File: src/rtl/mult_pkg.sv
// mult_pkg: shared FSM state encoding and default operand width for the sequential multiplier
package mult_pkg;
    localparam int N_PADRAO = 4;
    typedef enum logic [1:0] {
        OCIOSO = 2'b00,
        CALC   = 2'b01,
        FIM    = 2'b10
    } estado_t;
endpackage

File: src/rtl/etapa_multiplicacao.sv
// etapa_multiplicacao: one shift-and-add step, conditional add of MCAND then right shift of {C,ACC,Q}
module etapa_multiplicacao #(
    parameter int N = 4
) (
    input  logic [N-1:0] i_acc,
    input  logic [N-1:0] i_q,
    input  logic [N-1:0] i_mcand,
    output logic [N-1:0] o_acc,
    output logic [N-1:0] o_q
);
    logic [N:0] w_soma;
    assign w_soma = i_q[0] ? {1'b0, i_acc} + {1'b0, i_mcand} : {1'b0, i_acc};
    assign o_acc  = w_soma[N:1];
    assign o_q    = {w_soma[0], i_q[N-1:1]};
endmodule

File: src/rtl/multiplicador_sequencial.sv
// multiplicador_sequencial: unsigned N x N shift-and-add multiplier with start/busy/done handshake
module multiplicador_sequencial
    import mult_pkg::*;
#(
    parameter int N = N_PADRAO
) (
    input  logic           i_clk,
    input  logic           i_rst_n,
    input  logic           i_start,
    input  logic [N-1:0]   i_a,
    input  logic [N-1:0]   i_b,
    output logic [2*N-1:0] o_p,
    output logic           o_busy,
    output logic           o_done
);
    localparam int CW = (N > 1) ? $clog2(N) : 1;
    estado_t        r_estado, w_prox;
    logic [N-1:0]   r_mcand, r_acc, r_q, w_acc, w_q;
    logic [CW-1:0]  r_cnt;
    logic [2*N-1:0] r_p;
    logic           r_busy, r_done, w_ultimo;
    etapa_multiplicacao #(.N(N)) u_etapa (
        .i_acc   (r_acc),
        .i_q     (r_q),
        .i_mcand (r_mcand),
        .o_acc   (w_acc),
        .o_q     (w_q)
    );
    assign w_ultimo = r_cnt == CW'(N - 1);
    always_comb begin
        w_prox = (r_estado == CALC) ? (w_ultimo ? FIM : CALC) : (i_start ? CALC : OCIOSO);
    end
    // The carry is consumed by the shift within the step, so it never needs to be held.
    always_ff @(posedge i_clk) begin
        if (!i_rst_n) begin
            r_estado <= OCIOSO;
            r_mcand  <= '0;
            r_acc    <= '0;
            r_q      <= '0;
            r_cnt    <= '0;
            r_p      <= '0;
            r_busy   <= 1'b0;
            r_done   <= 1'b0;
        end else begin
            r_estado <= w_prox;
            r_busy   <= w_prox == CALC;
            r_done   <= w_prox == FIM;
            if (r_estado == CALC) begin
                r_acc <= w_acc;
                r_q   <= w_q;
                r_cnt <= r_cnt + CW'(1);
                if (w_ultimo) r_p <= {w_acc, w_q};
            end else if (i_start) begin
                r_mcand <= i_a;
                r_q     <= i_b;
                r_acc   <= '0;
                r_cnt   <= '0;
            end
        end
    end
    assign o_p    = r_p;
    assign o_busy = r_busy;
    assign o_done = r_done;
endmodule
File: config.mk
export PLATFORM = sky130hd
export DESIGN_NAME = multiplicador_sequencial
export DESIGN_NICKNAME = d
export VERILOG_FILES = /design/src/rtl/mult_pkg.sv /design/src/rtl/etapa_multiplicacao.sv /design/src/rtl/multiplicador_sequencial.sv
export SDC_FILE = /design/constraint.sdc
export NUM_CORES = 1
export LEC_CHECK = 0
export ABC_AREA = 1
export ABC_CLOCK_PERIOD_IN_PS = 2100
export BUFFER_PORTS_ARGS = -buffer_cell sky130_fd_sc_hd__buf_2
export CORE_MARGIN = 5
export CORE_UTILIZATION = 53
export DETAILED_ROUTE_END_ITERATION = 10
export PLACE_DENSITY_LB_ADDON = 0.25
export SYNTH_ARGS = -nofsm -noshare
export SYNTH_HDL_FRONTEND = slang
export SYNTH_HIERARCHICAL = 1
export SYNTH_SLANG_ARGS = --single-unit
File: constraint.sdc
create_clock -name i_clk -period 2.1 [get_ports i_clk]
set_input_delay 0.315 -clock i_clk [delete_from_list [all_inputs] [get_ports i_clk]]
set_output_delay 0.315 -clock i_clk [all_outputs]
set_load 0.02 [all_outputs]
==> summary.txt <==
DRC = 0
Max Cap Violations = 0
Most common cell after layout, fill and taps aside = nand2_1
DR iter-0 viols = 50
Fillcell total = 233
CP Max Fanout = 3
RD Place Congestion = 0.784
Post-CTS Hold Fix Bufs = 0
CTS root buffer = clkbuf_4
Yosys reg bits = 25
Netlist cell types = 20
Cells after Synth = 159
Syn Area/Cell = 7.39 sq um
Status = finished, final reports clean
Die Y = 57.1 um
Measured slew at the worst slew-check pin = 0.310 ns
Final Hold Viols = 0
Crit path capture = r_acc[1]
Peak VDD IR = 418 uV
Largest net degree at the start of global routing = 19
Flop pwr share = 0.627
Fin crit share = 0.827
Internal reg-to-reg setup slack = 0.36 ns
First drt pass iteration count = 4
Clk_skew = 0.00467 ns
Starting Density = 0.542
Clock latency on the worst-skew pair = 0.31 ns
CTS max path bufs = 2
Clock slew at reported path FFs = 0.14 ns
CP Launch Type = flip-flop
Number of diodes = 0
Share of cells above drive strength 1 = 0.198
Power share of the clock group = 0.264
Leakage dissipation = 0.000646 uW
Mapped Area = 0.00117 sq mm
Syn Nets = 176
Vias in the first global route = 893
Overall routed net length = 2210 um
Tmin final = 1.74 ns
H-Tree Depth = 1
CTS Sinks = 25
Average via count per standard cell = 4.89
Vias after detailed routing = 1002
GR Overflow Total = 0
Worst r2r src = r_acc[0]
Core Region = 0.00217 sq mm
Sw Pwr = 206 uW
Most frequent cells in the layout = nand2_1, dfxtp_1, nand3_1
Die Area = 0.00326 sq mm
Worst min-delay path class = primary input to flip-flop
First-pass GRT wire length = 3880 um
Post_cts resized = 0
Setup crit end kind = flip-flop
Final nets = 195
Sequential cell area = 500 sq um
Sequential area share after synthesis = 0.426
RSZ-0062 raised after global routing = false
IO buf count = 20
Setup tns final = 0 ns
Initial antenna violation count = 0
Slew headroom = 0.793
I/O pins = 21
TritonCTS clock tree = yes
Syn-to-layout area delta = 10.1%
R2R Path End = r_acc[1]
WL/cell = 10.8 um
Final Power = 798 uW
Internal = 592 uW
Post-CTS setup buffers = 0
Synth warn = 6
Required time of the worst setup path = 2.35 ns
Hpwl dp = 1760 um
Die W = 57.1 um
TritonCTS buffer count = 3
Slew Viols, Final = 0
Area of the multi-input gates = 559 sq um
Total GRT Usage = 0.146
Setup-failing EPs final = 0
Sw Ratio = 0.258
Cell Pwr Density = 617 mW/mm^2
Critical path class = flip-flop to flip-flop
Arr. time, crit path = 1.99 ns
Core Util, Final = 0.596
Logic pwr share = 0.109
Crit path from = r_acc[0]
Fmax = 576 MHz
Final ANT Viol Nets = 0
Reg2Reg Depth = 7
Row count = 17
[logic make-up after synthesis]
family                   synth area share
AND/OR/NAND/NOR                     0.327
adder cells (fa/ha/maj)            0.0703
XOR/XNOR                          0.00746
flip-flops                          0.426
buffers and inverters              0.0980
AO/OA/AOI/OAI                      0.0714
[cells in the mapped netlist]
master / instances / area, sq um
buf_6: 1 / 11.3
nand2_1: 45 / 169
nor2_4: 2 / 22.5
fa_1: 1 / 20.0
o21ai_0: 6 / 30.0
dfxtp_1: 25 / 500
buf_4: 4 / 30.0
inv_2: 2 / 7.51
nand2_2: 3 / 18.8
nor2_1: 11 / 41.3
nand3_1: 24 / 120
o21ai_2: 1 / 8.76
buf_2: 2 / 10.0
nor2_2: 2 / 12.5
inv_1: 14 / 52.6
o21ai_1: 1 / 5.00
clkinv_1: 1 / 3.75
a21oi_1: 8 / 40.0
xor2_1: 1 / 8.76
ha_1: 5 / 62.6
[cell type report]
| type | count | share of cell area |
|---|---|---|
| sequential | 25 | 0.387 |
| clock buffer | 3 | 0.0174 |
| multi-input combinational | 110 | 0.432 |
| inverter | 17 | 0.0493 |
| tap | 28 | 0.0271 |
| clock inverter | 1 | 0.00387 |
| timing repair buffer | 21 | 0.0832 |
[critical path: stages, from the launching register on]
cell and delay [ns]:
dfxtp_1 0.38, ha_1 0.20, inv_1 0.07, fa_1 0.41
xor2_1 0.15, o21ai_0 0.24, nand2_1 0.09, a21oi_1 0.14
[stage by stage]
stage | hold slack [ns] | setup WS (ns) | cell area, sq um | std cells
final | 0.244 | 0.363 | 1290 | 205
after global placement | 0.449 | 0.504 | 1270 | 201
after floorplan | 0.438 | 0.556 | 1170 | 159
after CTS | 0.242 | 0.378 | 1290 | 205
after global routing | 0.245 | 0.204 | 1290 | 205
after detailed placement | 0.461 | 0.386 | 1270 | 201
[sequential cells by signal, summed over array words and instances, names as in the netlist]
signal / cells
o_busy: 1
o_done: 1
o_p: 8
r_acc: 4
r_cnt: 2
r_estado: 1
r_mcand: 4
r_q: 4
[metal layers]
layer,up-vias,track usage,share of wire
met5,-,0,0
met4,0,0.0298,0.0032
met3,2,0.0294,0.074
met2,30,0.235,0.45
met1,431,0.204,0.47
li1,539,-,-
[power groups by stage]
stage               combinational (uW)  sequential (uW)  clock [uW]
floorplan                         68.1              510           0
global placement                  84.3              511           0
detailed placement                87.4              511           0
CTS                               87.6              501         216
global route                      98.6              504         248
finish                            86.6              501         211
[worst min path at each step]
stage / cells past startpoint / from / slack (ns) / to
finish: 3 / i_a[3] / 0.24 / r_mcand[3]
global route: 3 / i_a[0] / 0.24 / r_mcand[0]
CTS: 3 / i_a[3] / 0.24 / r_mcand[3]
detailed placement: 2 / o_p[1] / 0.46 / o_p[1]
global placement: 1 / r_cnt[0] / 0.45 / r_cnt[0]
floorplan: 1 / r_cnt[0] / 0.44 / r_cnt[0]
Power figures use the tool's default switching activity.
